$ cat src/rtl/midi_pkg.sv
// Shared types and helpers for the MIDI IN receive path.
package midi_pkg;

  typedef enum logic [2:0] {IDLE, START, DATA, STOP, BREAK} midi_rx_state_t;

  localparam int unsigned MIDI_BAUD = 31250;

  // Rounded clk/(baud*ovs), never below 2 so the prescaler is at least one bit wide.
  function automatic int unsigned calc_div(input int unsigned clk_hz,
                                           input int unsigned baud,
                                           input int unsigned ovs);
    int unsigned den;
    int unsigned div;
    den = baud * ovs;
    div = (clk_hz + den / 2) / den;
    if (div < 2) div = 2;
    return div;
  endfunction

endpackage

$ cat src/rtl/midi_rx_fifo.sv
// First-word-fall-through receive FIFO; dout is registered from the head entry.
module midi_rx_fifo #(
  parameter int unsigned DEPTH = 16,
  parameter int unsigned WIDTH = 8
) (
  input  logic                     clk_sys,
  input  logic                     reset,
  input  logic                     push,
  input  logic [WIDTH-1:0]         din,
  input  logic                     pop,
  output logic [WIDTH-1:0]         dout,
  output logic                     valid,
  output logic [$clog2(DEPTH):0]   count,
  output logic                     drop
);

  localparam int unsigned AW = $clog2(DEPTH);
  localparam int unsigned CW = AW + 1;

  logic [WIDTH-1:0] mem [DEPTH];
  logic [AW-1:0]    wr_ptr, rd_ptr, rd_ptr_n;
  logic [CW-1:0]    count_n;
  logic [WIDTH-1:0] head_n;
  logic             full, do_push, do_pop;

  assign valid = (count != '0);

  always_comb begin
    full     = (count == CW'(DEPTH));
    do_pop   = pop && (count != '0);
    do_push  = push && (!full || do_pop);
    drop     = push && full && !do_pop;
    rd_ptr_n = do_pop ? rd_ptr + AW'(1) : rd_ptr;
    count_n  = count;
    if (do_push && !do_pop)
      count_n = count + CW'(1);
    else if (!do_push && do_pop)
      count_n = count - CW'(1);
    // A byte written this cycle becomes the head only when it lands on the next read slot.
    head_n = (do_push && (wr_ptr == rd_ptr_n)) ? din : mem[rd_ptr_n];
  end

  always_ff @(posedge clk_sys or posedge reset) begin
    if (reset) begin
      wr_ptr <= '0;
      rd_ptr <= '0;
      count  <= '0;
      dout   <= '0;
    end else begin
      if (do_push) wr_ptr <= wr_ptr + AW'(1);
      rd_ptr <= rd_ptr_n;
      count  <= count_n;
      if (count_n != '0) dout <= head_n;
    end
  end

  always_ff @(posedge clk_sys) begin
    if (do_push) mem[wr_ptr] <= din;
  end

endmodule

$ cat src/rtl/midi_uart_rx.sv
// MIDI IN receiver: 8N1 serial with 16x oversampling and 3-sample majority vote,
// bytes buffered in a FWFT FIFO read through valid/ready.
module midi_uart_rx
  import midi_pkg::*;
#(
  parameter int unsigned CLK_HZ     = 40_000_000,
  parameter int unsigned BAUD       = MIDI_BAUD,
  parameter int unsigned OVS        = 16,
  parameter int unsigned FIFO_DEPTH = 16
) (
  input  logic                          clk_sys,
  input  logic                          reset,
  input  logic                          midi_rx,
  input  logic                          clr_err,
  output logic [7:0]                    rx_data,
  output logic                          rx_valid,
  input  logic                          rx_ready,
  output logic [$clog2(FIFO_DEPTH):0]   fifo_count,
  output logic                          overrun,
  output logic [7:0]                    frame_err_cnt,
  output logic                          rx_active
);

  localparam int unsigned DIV = calc_div(CLK_HZ, BAUD, OVS);
  localparam int unsigned PW  = $clog2(DIV);
  localparam int unsigned TW  = $clog2(OVS);
  localparam int unsigned MID = OVS / 2 - 1;

  midi_rx_state_t state;
  logic [1:0]     sync_ff;
  logic           line, line_d;
  logic           s2, s1;
  logic [PW-1:0]  presc;
  logic [TW-1:0]  tick_cnt, tick_num;
  logic [2:0]     bit_idx;
  logic [7:0]     shreg;
  logic           tick, maj, decide, stop_dec, push, frame_err, drop;

  assign line = sync_ff[1];

  // tick_num is the ordinal of the current tick within the bit; the third sample is the live line.
  always_comb begin
    tick      = (state != IDLE) && (presc == PW'(DIV - 1));
    tick_num  = tick_cnt + TW'(1);
    maj       = (s2 & s1) | (s2 & line) | (s1 & line);
    decide    = tick && (tick_num == TW'(MID + 1));
    stop_dec  = (state == STOP) && decide;
    push      = stop_dec && maj;
    frame_err = stop_dec && !maj;
  end

  always_ff @(posedge clk_sys or posedge reset) begin
    if (reset) begin
      sync_ff <= '1;
      line_d  <= 1'b1;
    end else begin
      sync_ff <= {sync_ff[0], midi_rx};
      line_d  <= line;
    end
  end

  always_ff @(posedge clk_sys or posedge reset) begin
    if (reset) begin
      state         <= IDLE;
      presc         <= '0;
      tick_cnt      <= '0;
      bit_idx       <= '0;
      shreg         <= '0;
      s2            <= 1'b1;
      s1            <= 1'b1;
      rx_active     <= 1'b0;
      frame_err_cnt <= '0;
      overrun       <= 1'b0;
    end else begin
      if (state == IDLE || tick) presc <= '0;
      else                       presc <= presc + PW'(1);

      if (tick) begin
        s2 <= s1;
        s1 <= line;
      end

      case (state)
        IDLE: begin
          if (line_d && !line) begin
            state     <= START;
            tick_cnt  <= '0;
            rx_active <= 1'b1;
          end
        end
        START: begin
          if (tick) tick_cnt <= tick_num;
          if (decide) begin
            if (maj) begin
              state     <= IDLE;
              rx_active <= 1'b0;
            end else begin
              state   <= DATA;
              bit_idx <= '0;
            end
          end
        end
        DATA: begin
          if (tick) tick_cnt <= tick_num;
          if (decide) begin
            shreg   <= {maj, shreg[7:1]};
            bit_idx <= bit_idx + 3'd1;
            if (bit_idx == 3'd7) state <= STOP;
          end
        end
        STOP: begin
          if (tick) tick_cnt <= tick_num;
          if (decide) begin
            if (maj) begin
              state     <= IDLE;
              rx_active <= 1'b0;
            end else begin
              state    <= BREAK;
              tick_cnt <= '0;
            end
          end
        end
        BREAK: begin
          // tick_cnt counts consecutive high ticks; any low tick restarts the bit-time wait.
          if (tick) begin
            if (!line) begin
              tick_cnt <= '0;
            end else if (tick_cnt == TW'(OVS - 1)) begin
              state     <= IDLE;
              rx_active <= 1'b0;
            end else begin
              tick_cnt <= tick_num;
            end
          end
        end
        default: begin
          state     <= IDLE;
          rx_active <= 1'b0;
        end
      endcase

      if (clr_err)
        frame_err_cnt <= {7'd0, frame_err};
      else if (frame_err && frame_err_cnt != 8'hFF)
        frame_err_cnt <= frame_err_cnt + 8'd1;

      if (drop)         overrun <= 1'b1;
      else if (clr_err) overrun <= 1'b0;
    end
  end

  midi_rx_fifo #(
    .DEPTH (FIFO_DEPTH),
    .WIDTH (8)
  ) u_fifo (
    .clk_sys (clk_sys),
    .reset   (reset),
    .push    (push),
    .din     (shreg),
    .pop     (rx_ready),
    .dout    (rx_data),
    .valid   (rx_valid),
    .count   (fifo_count),
    .drop    (drop)
  );

endmodule
$ cat config.mk
export PLATFORM = sky130hd
export DESIGN_NAME = midi_uart_rx
export DESIGN_NICKNAME = d
export VERILOG_FILES = /design/src/rtl/midi_pkg.sv /design/src/rtl/midi_rx_fifo.sv /design/src/rtl/midi_uart_rx.sv
export SDC_FILE = /design/constraint.sdc
export NUM_CORES = 1
export LEC_CHECK = 0
export ABC_AREA = 0
export BUFFER_PORTS_ARGS = -buffer_cell sky130_fd_sc_hd__buf_2
export CAP_MARGIN = 25
export CORE_AREA = 5 5 138 140
export CTS_BUF_LIST = sky130_fd_sc_hd__clkbuf_8
export CTS_CLUSTER_SIZE = 30
export DETAILED_ROUTE_END_ITERATION = 10
export DIE_AREA = 0 0 143 145
export HOLD_SLACK_MARGIN = 0.12
export PLACE_DENSITY = 0.71
export SYNTH_ARGS = -nofsm -noshare
export SYNTH_HDL_FRONTEND = slang
export SYNTH_HIERARCHICAL = 1
export SYNTH_SLANG_ARGS = --single-unit
$ cat constraint.sdc
create_clock -name clk_sys -period 5.2 [get_ports clk_sys]
set_clock_uncertainty 0.1 [all_clocks]
set_input_delay 0.52 -clock clk_sys [delete_from_list [all_inputs] [get_ports clk_sys]]
set_output_delay 0.52 -clock clk_sys [all_outputs]
set_load 0.02 [all_outputs]
==> After elaboration in Yosys (flattened, before gate mapping) <==
Memory sizes are Yosys's and may differ from the RTL's. A register that Yosys moved wholly into a read port is not among the register bits.
Index checks and enable logic that the tools add are counted.
{ "word_totals": {"reg_bits": 53, "ramBits": 128, "input_bits": 5, "output_inout_bits": 24, "word_cells": 127, "n_memories": 1} }
{ "memory_table": {"columns": ["name", "depth", "width", "read_ports", "rd_ports_with_merged_regs", "wr", "line", "text"], "rows": [
  ["u_fifo.mem", 16, 8, 1, 1, 1, "midi_rx_fifo.sv:20", "logic [WIDTH-1:0] mem [DEPTH];"]
]} }
{ "op_classes": {"n_addsub": 8, "eq_ne": 22, "n_mux": 40, "bitwise_logic": 6, "n_reduce_logical": 35} }
{ "ops": {"columns": ["op", "count"], "rows": [
  ["3-bit 2-to-1 mux", 12],
  ["4-bit 2-to-1 mux", 8],
  ["8-bit 2-to-1 mux", 2],
  ["2-bit inequality test, second input constant", 8],
  ["4-bit case mux with 4 select lines", 1],
  ["3-bit case mux with 5 select lines", 1],
  ["1-bit logical AND", 13],
  ["4-bit by 1-bit adder with 4-bit output, second input constant", 3],
  ["1-bit 2-to-1 mux", 10],
  ["5-bit 2-to-1 mux", 2],
  ["5-bit nonzero test", 2],
  ["8-bit by 1-bit adder with 8-bit output, second input constant", 1],
  ["4-bit == test, second input constant", 2],
  ["8-bit inequality test, second input constant", 1],
  ["4-bit AND reduction", 2],
  ["8-bit AND reduction", 1],
  ["7-bit by 1-bit adder with 7-bit output, second input constant", 1],
  ["7-bit == test, second input constant", 1],
  ["7-bit 2-to-1 mux", 1],
  ["7-bit AND reduction", 1],
  ["3-bit by 2-bit == test with 1-bit output, second input constant", 2],
  ["3-bit == test, second input constant", 2],
  ["2-bit by 1-bit inequality test with 1-bit output, second input constant", 3],
  ["3-bit case mux with 2 select lines", 1],
  ["19 further kinds", 30]
]} }

==> Logic depth before layout (Yosys ltp) <==
{ "depth": {"depth_word": 11, "mapped_depth": 15} }

==> By module <==
Netlist, hierarchy kept.
{ "by_module_without_submodules": {"columns": ["module", "n_inst", "cells_per_inst", "area_each_um2", "seq_area_each_um2"], "rows": [
  ["midi_rx_fifo", 1, 581, 7438.4, 4369.2],
  ["midi_uart_rx", 1, 194, 2092.0, 1007.2]
]} }

==> Worst setup path after synthesis <==
OpenSTA, ideal clock, no wires.
{ "synth_timing": {"kind": "register to register", "startpoint": "register tick_cnt[0]", "endpoint": "memory u_fifo.mem[3][0] (enable)", "setup_time_ns": 0.383, "arrival_ns": 3.325, "path_slack_ns": 1.391, "path_stages_with_launch": 11, "n_path_buf": 1, "cell_sequence": "dfrtp_1 -> ha_1 -> xnor2_1 -> and3_1 -> nand3_1 -> nor3_1 -> clkbuf_1 -> inv_1 -> a31oi_1 -> nand2_1 -> nor3_1"} }
{ "synth_between": {"elab_chain_len": 8} }
{ "synth_lines": {"columns": ["element", "line", "text"], "rows": [
  ["start: declaration", "midi_uart_rx.sv:34", "logic [TW-1:0] tick_cnt, tick_num;"],
  ["start signal: assignment", "midi_uart_rx.sv:92", "if (tick) tick_cnt <= tick_num;"],
  ["start signal: assignment", "midi_uart_rx.sv:104", "if (tick) tick_cnt <= tick_num;"],
  ["start signal: assignment", "midi_uart_rx.sv:112", "if (tick) tick_cnt <= tick_num;"],
  ["4-bit by 1-bit adder with 4-bit output", "midi_uart_rx.sv:44", "tick_num = tick_cnt + TW'(1);"],
  ["4-bit == test", "midi_uart_rx.sv:46", "decide = tick && (tick_num == TW'(MID + 1));"],
  ["1-bit logical AND", "midi_uart_rx.sv:46", null],
  ["1-bit logical AND", "midi_uart_rx.sv:47", "stop_dec = (state == STOP) && decide;"],
  ["1-bit logical AND", "midi_uart_rx.sv:48", "push = stop_dec && maj;"],
  ["via push", "midi_uart_rx.sv:37", "logic tick, maj, decide, stop_dec, push, frame_err, drop;"],
  ["1-bit logical AND", "midi_rx_fifo.sv:31", "do_push = push && (!full || do_pop);"],
  ["1-bit 2-to-1 mux", "midi_rx_fifo.sv:58", "if (do_push) mem[wr_ptr] <= din;"],
  ["1-bit 2-to-1 mux (not written as such)", "midi_rx_fifo.sv:58", null],
  ["end: declaration", "midi_rx_fifo.sv:20", null]
]} }
The timed path passes the listed nets, and every way through them passes these cells.

==> Final worst setup path <==
{ "layout_timing": {"startpoint": "register presc[0]", "endpoint": "register u_fifo.dout[7], read port of u_fifo.mem"} }
{ "layout_between": {"elab_chain_len": 11, "word_cells_on_any_way": 12} }
{ "layout_lines": {"columns": ["element", "line", "text"], "rows": [
  ["start: declaration", "midi_uart_rx.sv:33", "logic [PW-1:0] presc;"],
  ["start signal: assignment", "midi_uart_rx.sv:76", "else presc <= presc + PW'(1);"],
  ["7-bit == test (*)", "midi_uart_rx.sv:43", "tick = (state != IDLE) && (presc == PW'(DIV - 1));"],
  ["1-bit logical AND (*)", "midi_uart_rx.sv:43", null],
  ["1-bit logical AND (*)", "midi_uart_rx.sv:46", null],
  ["1-bit logical AND (*)", "midi_uart_rx.sv:47", null],
  ["1-bit logical AND (*)", "midi_uart_rx.sv:48", null],
  ["via push", "midi_uart_rx.sv:37", null],
  ["1-bit logical AND (*)", "midi_rx_fifo.sv:31", null],
  ["1-bit zero test", "midi_rx_fifo.sv:37", "else if (!do_push && do_pop)"],
  ["1-bit logical AND", "midi_rx_fifo.sv:37", null],
  ["5-bit 2-to-1 mux", "midi_rx_fifo.sv:37", null],
  ["5-bit 2-to-1 mux (*)", "midi_rx_fifo.sv:35", "if (do_push && !do_pop)"],
  ["via u_fifo.count_n[3]", "midi_rx_fifo.sv:22", "logic [CW-1:0] count_n;"],
  ["5-bit nonzero test (*)", "midi_rx_fifo.sv:53", "if (count_n != '0) dout <= head_n;"],
  ["end: declaration", "midi_rx_fifo.sv:11", "output logic [WIDTH-1:0] dout,"]
]} }
Mark *: on every way through the listed nets, which the timed path passes. The rest lies on a longest branch.
A chain may end at the register's enable or synchronous reset.

==> run summary <==
The run finished with clean final reports. The floorplan step defined a die boundary enclosing 20740 µm². Summed over all layers, the global routing overflow is 0. The number of nets in the finished design was 806; the largest net degree at the start of global routing was 57.

The share of synthesized flip-flops with an asynchronous set or reset is 32.28%, and the share of layout cells above drive strength 1 is 16.10%. The global-route usage over all layers is 23.03%, and the mean number of vias per cell is 6.811. The mapped cell area was 9530 µm².

In the final layout, flip-flops and latches occupy 5378 µm². The cell sitting at the root of the clock tree is a sky130_fd_sc_hd__clkbuf_8. The number of instances resized during post-cts repair is 0. After synthesis, the most frequently instantiated cells are 128 x sky130_fd_sc_hd__edfxtp_1, 56 x sky130_fd_sc_hd__dfrtp_1, 48 x sky130_fd_sc_hd__nor2_1.

Area growth from synthesis to layout: 7.549%. The run gives 664 as the count of routing violations after the opening detailed-route iteration. The startpoint identified for the worst register-to-register timing path is presc[0]$_DFF_PP0_. The worst-case IR drop observed on VDD is 0.3181 mV. After clock tree synthesis, the clock-pin slew on the worst setup and hold paths is 0.10 ns. At the worst endpoint, the arrival time is 4.77 ns.

The reg-to-reg critical path endpoint was u_fifo/dout[7]$_DFFE_PP0P_. In this run the worst setup path begins at presc[0]$_DFF_PP0_. In the final routed layout, each cell accounts on average for 22.75 µm. Setup violations remaining at the end of the flow were counted as 0. The count of pins over their slew limit came out at 0.

By area the synthesized netlist is led by sky130_fd_sc_hd__edfxtp_1 40%, sky130_fd_sc_hd__dfrtp_1 15%, sky130_fd_sc_hd__a22oi_1 3.4%. Worst hold-check path type: in -> reg. The number of synthesis warnings came out at 6. The power density over the cells was 443.7 nW/µm²; the count of state elements after synthesis was 189.

The fraction of the yosys area taken by sequential cells is 56.41%. The critical path class was reg -> reg. The worst setup path is launched from a flop. In the global route stage, met2 resource usage came out at 36.25%. Headroom to the max-slew limit came out at 29.26%. The logs give 0.8438 for the routability congestion estimate from global placement and 0 ns for the accumulated negative setup slack. The number of antenna violations at the first check in global routing is 0, and the I/O pin count is 29. The met1 track utilization from global routing is 31.94%. Cell accounting for the most synthesized area: sky130_fd_sc_hd__edfxtp_1.

Fill cells in the final layout number 1422. For this run, the leading register cell type out of synthesis is sky130_fd_sc_hd__edfxtp_1. Once the floorplan was initialized, standard cells occupied 53.79% of the core. In this run the most used layer during global routing was met2. Across the run, the number of max-cap violations was 0. In the routed design, unresolved DRC markers number 0.

The quantity of I/O buffers inserted on ports is 28, and the final hold slack is 0.2483 ns. Global routing used 3.718% of the available met3 tracks. The floorplan has 49 rows. The area fraction of the dominant cell type after synthesis is 40.33%, and the width of the die is 143 µm. The overall die height was 145 µm. In this run the worst setup path terminates at u_fifo/dout[7]$_DFFE_PP0P_.

The number of global-route vias before repair is 6949. Power comes to 4.548 mW. The number of antenna diodes in the final layout is 0. The latest clock arrival within the worst-skew pair was 0.46 ns; the number of hold violations in the final report was 0.

The synthesized instance count was 775. TritonCTS built the clock tree. The total setup buffers inserted after CTS is 0. The count of cells along the worst register-to-register path was 13. The worst setup path is captured at a flop. Detailed placer's ending HPWL: 15.14 mm.

The shortest clock period the worst path allows after layout works out to 4.562 ns. The critical-path maximum fanout was 16; the count of vias placed by the detailed router was 7015. In this run, distinct cell masters in the synthesized netlist total 83. The run gives 17720 µm² as the area inside the core boundary. Derived from the worst setup path, the maximum achievable clock frequency is 0.2192 GHz.

Leakage power total: 3.854 nW. After routing the design area is 10250 µm². For this design, the sink count on the clock tree is 189.

In this run the remaining antenna-violating nets after routing total 0. Yosys mapped a number of flops with a built-in enable equal to 128. The worst register-to-register path has a setup slack of 0.64 ns. For the area occupied by multi-input gates, the log shows 3794 µm². Setup repair after global routing left no endpoint under its margin. The first-pass GRT wire length came out at 37.54 mm. Wires add up to 23.43 mm. The tools report the data required time at the worst endpoint as 5.41 ns. The ratio of final minimum period to clock period is 87.74%. Number of detailed-routing iterations run before antenna repair: 7.

For the pin with the worst max-slew slack, the measured transition is 1.060 ns. In the post-synthesis netlist, the cell with the most instances is sky130_fd_sc_hd__edfxtp_1. The H-tree was split into 4 levels.

Averaged over all synthesized cells, the footprint is 12.30 µm². The number of nets in the synthesized netlist is 793. Counting along the longest clock path gives a buffer depth of 2. TritonCTS created 17 clock buffers.

The post-detailed-placement cell area came out at 9809 µm².
state kept, by name (all words and copies together) (netlist names):
name,flops
u_fifo/dout,8
u_fifo/count,5
shreg,8
state,3
rx_active,1
frame_err_cnt,8
line_d,1
u_fifo/wr_ptr,4
s2,1
u_fifo/rd_ptr,4
s1,1
overrun,1
sync_ff,2
tick_cnt,4
bit_idx,3
presc,7
u_fifo/mem,128
what timing repair did:
| item | in CTS | in global routing |
|---|---|---|
| endpoints found under the setup margin | 0 | 0 |
| hold endpoints to repair | 40 | 0 |
| hold buffers | 2 | 0 |
layout make-up:
| class | count | area share, % |
|---|---|---|
| repair buffers | 45 | 2.893 |
| clock buffers | 18 | 2.417 |
| multi-input cells | 515 | 37.01 |
| well taps | 229 | 2.795 |
| flip-flops and latches | 189 | 52.47 |
| inverters | 20 | 0.7324 |
| clock inverters | 14 | 1.685 |
worst min-delay path by stage:
| stage | from | to | depth (start not counted) |
|---|---|---|---|
| global route | sync_ff[0]$_DFF_PP1_ | sync_ff[1]$_DFF_PP1_ | 0 |
| finish | clr_err | frame_err_cnt[3]$_DFFE_PP0P_ | 2 |
| CTS | clr_err | frame_err_cnt[7]$_DFFE_PP0P_ | 2 |
| global placement | sync_ff[0]$_DFF_PP1_ | sync_ff[1]$_DFF_PP1_ | 0 |
| detailed placement | sync_ff[0]$_DFF_PP1_ | sync_ff[1]$_DFF_PP1_ | 0 |
| floorplan | sync_ff[0]$_DFF_PP1_ | sync_ff[1]$_DFF_PP1_ | 0 |
critical path: stages, from the launching register on:
cell and delay (ns):
sky130_fd_sc_hd__dfrtp_1 0.38, sky130_fd_sc_hd__ha_1 0.20, sky130_fd_sc_hd__nand3_1 0.18, sky130_fd_sc_hd__nor2b_1 0.64, sky130_fd_sc_hd__nand3_1 0.32, sky130_fd_sc_hd__nor3_1 0.34, sky130_fd_sc_hd__buf_4 0.24, sky130_fd_sc_hd__nand2_1 0.09
sky130_fd_sc_hd__nor4b_1 0.40, sky130_fd_sc_hd__a21oi_1 0.13, sky130_fd_sc_hd__xnor2_1 0.18, sky130_fd_sc_hd__nand4bb_1 0.79, sky130_fd_sc_hd__nor2_1 0.32, sky130_fd_sc_hd__a31oi_1 0.06
stage by stage:
| stage | utilization (%) | cells | setup WS [ns] |
|---|---|---|---|
| 2_1_floorplan | - | 775 | 1.391 |
| 3_3_place_gp | 55.14 | 994 | 1.116 |
| 3_5_place_dp | 55.36 | 996 | 0.8510 |
| 4_1_cts | 57.85 | 1030 | 0.8286 |
| 5_1_grt | 57.85 | 1030 | 0.3944 |
| 6_report | 57.85 | 1030 | 0.6377 |
where the power goes:
group	internal (mW)	switching, mW	leakage [nW]	total [mW]
clock	0.458	0.545	0.211	1.00
combinational	0.585	1.11	1.38	1.69
sequential	1.70	0.153	2.26	1.85
metal layers:
layer  up-vias  wire length, µm
li1       3083                -
met1      3533             9507
met2       353            11530
met3        46             1811
met4         0              577
met5         -                0
cell usage in the layout, fill, tap and decap left out, drive strengths merged, types with 12 or more instances in the layout:
| cell | Yosys | layout |
|---|---|---|
| nand3 | 31 | 31 |
| ha | 13 | 13 |
| a221oi | 29 | 29 |
| a211oi | 22 | 22 |
| a22oi | 43 | 43 |
| nand4 | 12 | 12 |
| o21ai | 14 | 14 |
| clkbuf | 15 | 18 |
| dfrtp | 56 | 56 |
| mux2 | 14 | 14 |
| edfxtp | 128 | 128 |
| and3 | 12 | 12 |
| xnor2 | 15 | 15 |
| a31oi | 36 | 36 |
| a21oi | 23 | 23 |
| inv | 18 | 24 |
| nor2 | 49 | 49 |
| buf | 36 | 43 |
| mux2i | 25 | 25 |
| nor3 | 28 | 28 |
| nand2 | 44 | 44 |
kinds of logic (layout without fill, tap and decap cells):
logic type / after synthesis / after routing / synth area share (%)
simple gates: 221 / 221 / 12.68
fa+ha+maj: 14 / 14 / 1.825
mux: 47 / 47 / 6.170
buf+inv: 71 / 97 / 3.833
xor+xnor: 20 / 20 / 2.179
compound gates: 213 / 213 / 16.90
flops: 189 / 189 / 56.41
No activity file was read; power rests on OpenSTA's default activity.
